==> config.mk <==
export PLATFORM = sky130hd
export DESIGN_NAME = debounce_bank
export DESIGN_NICKNAME = d
export VERILOG_FILES = /design/src/rtl/debounce_bank.sv
export SDC_FILE = /design/constraint.sdc
export NUM_CORES = 1
export LEC_CHECK = 0
export CORE_MARGIN = 5
export CORE_UTILIZATION = 50
export CTS_BUF_LIST = sky130_fd_sc_hd__clkbuf_8
export CTS_CLUSTER_DIAMETER = 150
export CTS_CLUSTER_SIZE = 10
export DETAILED_ROUTE_END_ITERATION = 7
export PLACE_DENSITY = 0.79
export SLEW_MARGIN = 25
export SYNTH_ARGS = -nofsm -noshare
export SYNTH_HDL_FRONTEND = slang
export SYNTH_SLANG_ARGS = --single-unit
==> constraint.sdc <==
create_clock -name clk -period 1.9 [get_ports clk]
set_clock_uncertainty 0.2 [all_clocks]
set_input_delay 0.19 -clock clk [delete_from_list [all_inputs] [get_ports clk]]
set_output_delay 0.19 -clock clk [all_outputs]
set_load 0.03 [all_outputs]
==> src/rtl/debounce_bank.sv <==
// Multi-channel key debouncer: synchroniser, polarity normalisation, stable-count filter, pulses.
// Define DEBOUNCE_HOLD_TIMER_EN to build the per-channel hold-duration timer.
module debounce_bank #(
  parameter int unsigned          CHANNELS        = 4,
  parameter int unsigned          CNT_W           = 20,
  parameter int unsigned          DEBOUNCE_LIMIT  = 539999,
  parameter logic [CHANNELS-1:0]  ACTIVE_LOW_MASK = '0,
  parameter int unsigned          SYNC_STAGES     = 2,
  parameter int unsigned          HOLD_W          = 16,
  parameter int unsigned          HOLD_TICK       = 27000
) (
  input  logic                       clk,
  input  logic                       rst_n,
  input  logic [CHANNELS-1:0]        btn_in,
  output logic [CHANNELS-1:0]        btn_out,
  output logic [CHANNELS-1:0]        press_pulse,
  output logic [CHANNELS-1:0]        release_pulse,
  output logic [CHANNELS*HOLD_W-1:0] hold_len,
  output logic [CHANNELS-1:0]        hold_valid
);

  if (CHANNELS < 1 || SYNC_STAGES < 2 || HOLD_TICK < 1 || HOLD_W < 1) begin : g_param_check
    $error("debounce_bank: illegal parameter value");
  end

  localparam logic [CNT_W-1:0] Limit = CNT_W'(DEBOUNCE_LIMIT);

  logic [CHANNELS-1:0] sync_q [SYNC_STAGES];
  logic [CHANNELS-1:0] sync_d [SYNC_STAGES];
  logic [CHANNELS-1:0] norm;
  logic [CNT_W-1:0]    cnt_q [CHANNELS];
  logic [CNT_W-1:0]    cnt_d [CHANNELS];
  logic [CHANNELS-1:0] state_q, state_d;
  logic [CHANNELS-1:0] press_q, press_d;
  logic [CHANNELS-1:0] rel_q, rel_d;

  always_comb begin
    sync_d[0] = btn_in;
    for (int s = 1; s < SYNC_STAGES; s++) begin
      sync_d[s] = sync_q[s-1];
    end
  end

  // Synchroniser resets to the released level so reset exit never looks like a press.
  always_ff @(posedge clk or negedge rst_n) begin
    if (!rst_n) begin
      for (int s = 0; s < SYNC_STAGES; s++) begin
        sync_q[s] <= ACTIVE_LOW_MASK;
      end
    end else begin
      sync_q <= sync_d;
    end
  end

  assign norm = sync_q[SYNC_STAGES-1] ^ ACTIVE_LOW_MASK;

  always_comb begin
    state_d = state_q;
    press_d = '0;
    rel_d   = '0;
    for (int n = 0; n < CHANNELS; n++) begin
      cnt_d[n] = '0;
      if (norm[n] != state_q[n]) begin
        if (cnt_q[n] == Limit) begin
          state_d[n] = norm[n];
          press_d[n] = norm[n];
          rel_d[n]   = ~norm[n];
        end else begin
          cnt_d[n] = cnt_q[n] + 1'b1;
        end
      end
    end
  end

  always_ff @(posedge clk or negedge rst_n) begin
    if (!rst_n) begin
      for (int n = 0; n < CHANNELS; n++) begin
        cnt_q[n] <= '0;
      end
      state_q <= '0;
      press_q <= '0;
      rel_q   <= '0;
    end else begin
      cnt_q   <= cnt_d;
      state_q <= state_d;
      press_q <= press_d;
      rel_q   <= rel_d;
    end
  end

  assign btn_out       = state_q;
  assign press_pulse   = press_q;
  assign release_pulse = rel_q;

`ifdef DEBOUNCE_HOLD_TIMER_EN
  localparam int unsigned PreW = (HOLD_TICK > 1) ? $clog2(HOLD_TICK) : 1;

  logic [PreW-1:0]     pre_q, pre_d;
  logic                tick;
  logic [HOLD_W-1:0]   hcnt_q [CHANNELS];
  logic [HOLD_W-1:0]   hcnt_d [CHANNELS];
  logic [HOLD_W-1:0]   hinc   [CHANNELS];
  logic [HOLD_W-1:0]   hlen_q [CHANNELS];
  logic [HOLD_W-1:0]   hlen_d [CHANNELS];
  logic [CHANNELS-1:0] hval_q, hval_d;

  // hinc folds in a tick landing on the release cycle so it is captured in hold_len.
  always_comb begin
    tick   = (pre_q == PreW'(HOLD_TICK - 1));
    pre_d  = tick ? '0 : pre_q + 1'b1;
    hval_d = '0;
    for (int n = 0; n < CHANNELS; n++) begin
      hinc[n]   = (tick && (hcnt_q[n] != '1)) ? hcnt_q[n] + 1'b1 : hcnt_q[n];
      hcnt_d[n] = state_q[n] ? hinc[n] : hcnt_q[n];
      hlen_d[n] = hlen_q[n];
      if (press_d[n]) begin
        hcnt_d[n] = '0;
      end
      if (rel_d[n]) begin
        hlen_d[n] = hinc[n];
        hval_d[n] = 1'b1;
      end
    end
  end

  always_ff @(posedge clk or negedge rst_n) begin
    if (!rst_n) begin
      pre_q  <= '0;
      hval_q <= '0;
      for (int n = 0; n < CHANNELS; n++) begin
        hcnt_q[n] <= '0;
        hlen_q[n] <= '0;
      end
    end else begin
      pre_q  <= pre_d;
      hval_q <= hval_d;
      hcnt_q <= hcnt_d;
      hlen_q <= hlen_d;
    end
  end

  always_comb begin
    for (int n = 0; n < CHANNELS; n++) begin
      hold_len[n*HOLD_W +: HOLD_W] = hlen_q[n];
    end
  end
  assign hold_valid = hval_q;
`else
  assign hold_len   = '0;
  assign hold_valid = '0;
`endif

endmodule

==> impl_metrics.toml <==
[drt]
num_vias = 4075
wl_per_cell_um = 15.1
drtPass1Iterations = 4
drt_iter0_markers = 139
vias_per_cell = 5.31
wl_um = 11500
drc = 0
postRouteAntennaNets = 0

[setup_path]
r2r_end = "btn_out[0]"
reg2reg_from = "cnt_q[77]"
worstPathRequired_ns = 1.96
cp-end-kind = "flop"
critPathLaunch = "cnt_q[77]"
rrSetupSlack_ns = -0.07
critPathKind = "flop to flop"
arrival_ns = 2.02
worstSetupStartpointType = "flop"
path_max_fanout = 4
reg2reg_depth = 4

[synth]
synth_common_cells = "100 x dfrtp_1, 73 x nor2_1, 70 x buf_4, 45 x xnor2_1, 29 x nand4_1"
synth_ff_type = "dfrtp_1"
synthTopCellsByArea = "dfrtp_1 48%, buf_4 10%, xnor2_1 7.5%, nor2_1 5.2%, nand4_1 3.5%"
syn_inst = 525
netlist_area_um2 = 5230
netlist.top_cell.by_area = "dfrtp_1"
yosys_warnings = 0
yosysUniqueCellTypes = 42
yosysSeqAreaShare_pct = 47.8
synth-seq-cells = 100
synth_edf_count = 0
synth_top_area_share_pct = 47.8
synthArstFlopShare_pct = 100
avgSynthCellArea_um2 = 9.96
synth_most_common_cell = "dfrtp_1"

[final_layout]
area_growth_pct = 22.6
final_layout_size_suffix_gt1_share_pct = 25.8
fin_nets = 636
utilization_pct = 62.4
antenna_cells = 0

[status]
run_status = "complete, but fails checks"
violations = "negative setup slack"

[sta]
final_hold_viol_count = 0
tns_ns = -1.36
worstMarginPinSlew_ns = 0.504
fmax_mhz = 508
setup_viol = 26
rsz0062_at_grt = "yes"
final.setup.worst_slack_ns = -0.0687
min_period_ns = 1.97
slew_viol_final = 0
fin_crit_sh_pct = 104
max_slew_margin_pct = 66.4

[worst_hold_path]
holdCritStartpoint = "btn_in[0]"
hold_end = "sync_d[0]"
hp-class = "input port to flop"
min_path_cells = 1

[floorplan]
rows = 37
dieArea_um2 = 12600
initial_core_util_pct = 50.9
io_pins = 86
chipWidth_um = 112
die_h_um = 112
fp.coreArea_um2 = 10300

[placement]
globalplace.congestion = 0.832
place_ws_ns = -0.127
dp_hpwl_um = 7860
port_buffers = 17

[power]
powerDensity_nw_per_um2 = 617
total_power_uw = 3950
peakVddDrop_v = 0.000551
leakage_uw = 0.00279

[global_routing]
grt_max_degree = 39
grt_first_pass_wirelength_um = 18100
grt-ovfl-total = 0
antenna_found_initial = 0
first_global_vias = 3890
track_usage_pct = 17.2

[cts]
htreeDepth = 3
tritoncts = "done"
cts.sinks = 100
cts_buffers = 9
cts_root_buf = "clkbuf_8"
clkTransAtPathRegs_ns = 0.10
insertion_delay_ns = 0.37
cts_max_path_buffers = 2

[flow_run]
drv_cap = 0
[flip-flops by register name (all words and copies together) (netlist names)]
signal,count
sync_d,4
btn_out,4
press_pulse,4
norm,4
cnt_q,80
release_pulse,4
[logic make-up (layout without fill, tap and decap cells)]
family                   Yosys count  after routing  share of synthesized area (%)
XOR/XNOR                          62             62                           10.4
other                              1             68                         0.0717
multiplexers                       6              6                           1.24
AND/OR/NAND/NOR                  232            232                           24.1
flip-flops                       100            100                           47.8
adder cells (fa/ha/maj)            4              4                          0.957
AO/OA/AOI/OAI                     30             30                           3.61
buffers and inverters             90            129                           11.8
[critical path, cell delays in order, from the launching register on]
cell	delay, ns
dfrtp_1	0.39
or4_4	0.54
nor4_4	0.32
nand2_2	0.13
mux2_2	0.28
[per-stage QoR]
stage | std cells | instance area (um^2) | hold slack (ns)
5_1_grt | 767 | 6410 | 0.0322
6_report | 767 | 6410 | 0.0587
3_3_place_gp | 735 | 5830 | -0.0168
3_5_place_dp | 735 | 5830 | -0.00670
4_1_cts | 756 | 6130 | 0.0445
2_1_floorplan | 592 | 5510 | -0.306
[per-layer routing]
metal	wire, um	vias to the layer above	global-route usage, %	part of all wire [%]
met1	4650	2021	21.2	40
met2	6040	137	29.9	52
met4	263	0	5.21	2.3
li1	-	1887	-	-
met5	0	-	0	0
met3	595	30	3.99	5.2
[what timing repair did]
item	CTS	global route
setup endpoints to repair	32	69
hold endpoints to repair	74	0
hold buffers	1	0
gates resized for setup	11	46
pin swaps	4	19
setup buffers	4	11
[worst max path at each step]
stage                       endpoint  slack [ns]  depth (start not counted)
final                     btn_out[0]       -0.07                          4
after global routing       cnt_q[74]       -0.14                          6
after CTS                  cnt_q[65]       -0.08                          5
after detailed placement  btn_out[0]       -0.13                          4
after global placement    btn_out[0]       -0.07                          4
after floorplan            cnt_q[76]       -0.03                          6
[cell type report]
type,instances,area (um^2)
clock inverter,7,85.1
multi-input combinational,402,2620
tap,136,170
timing repair buffer,101,861
inverter,12,45.0
fill,773,3860
sequential,100,2510
clock buffer,9,124
[power breakdown]
| group | internal, uW | switching (uW) | total [uW] |
|---|---|---|---|
| Sequential | 2160 | 33.4 | 2190 |
| Combinational | 87.5 | 282 | 370 |
| Clock | 629 | 767 | 1400 |
[cell usage in the layout, fill, tap and decap left out, types with 3 or more instances in the layout]
cell and instances:
a21oi_1 9, a21oi_2 3, a31o_2 3, and3_1 6, and3_4 4, and4_1 3
buf_12 4, buf_4 78, clkbuf_8 9, clkdlybuf4s50_1 12, conb_1 68, dfrtp_1 94
dfrtp_2 6, inv_1 12, mux2_2 3, nand2_1 21, nand3_1 21, nand4_1 29
nor2_1 73, nor3_1 15, nor3b_1 5, nor3b_2 3, nor4_1 11, nor4_2 7
nor4b_2 3, o21ai_0 9, or3_1 3, or3_4 4, or4_4 4, xnor2_1 45
xor2_1 17
Power figures use the tool's default switching activity.
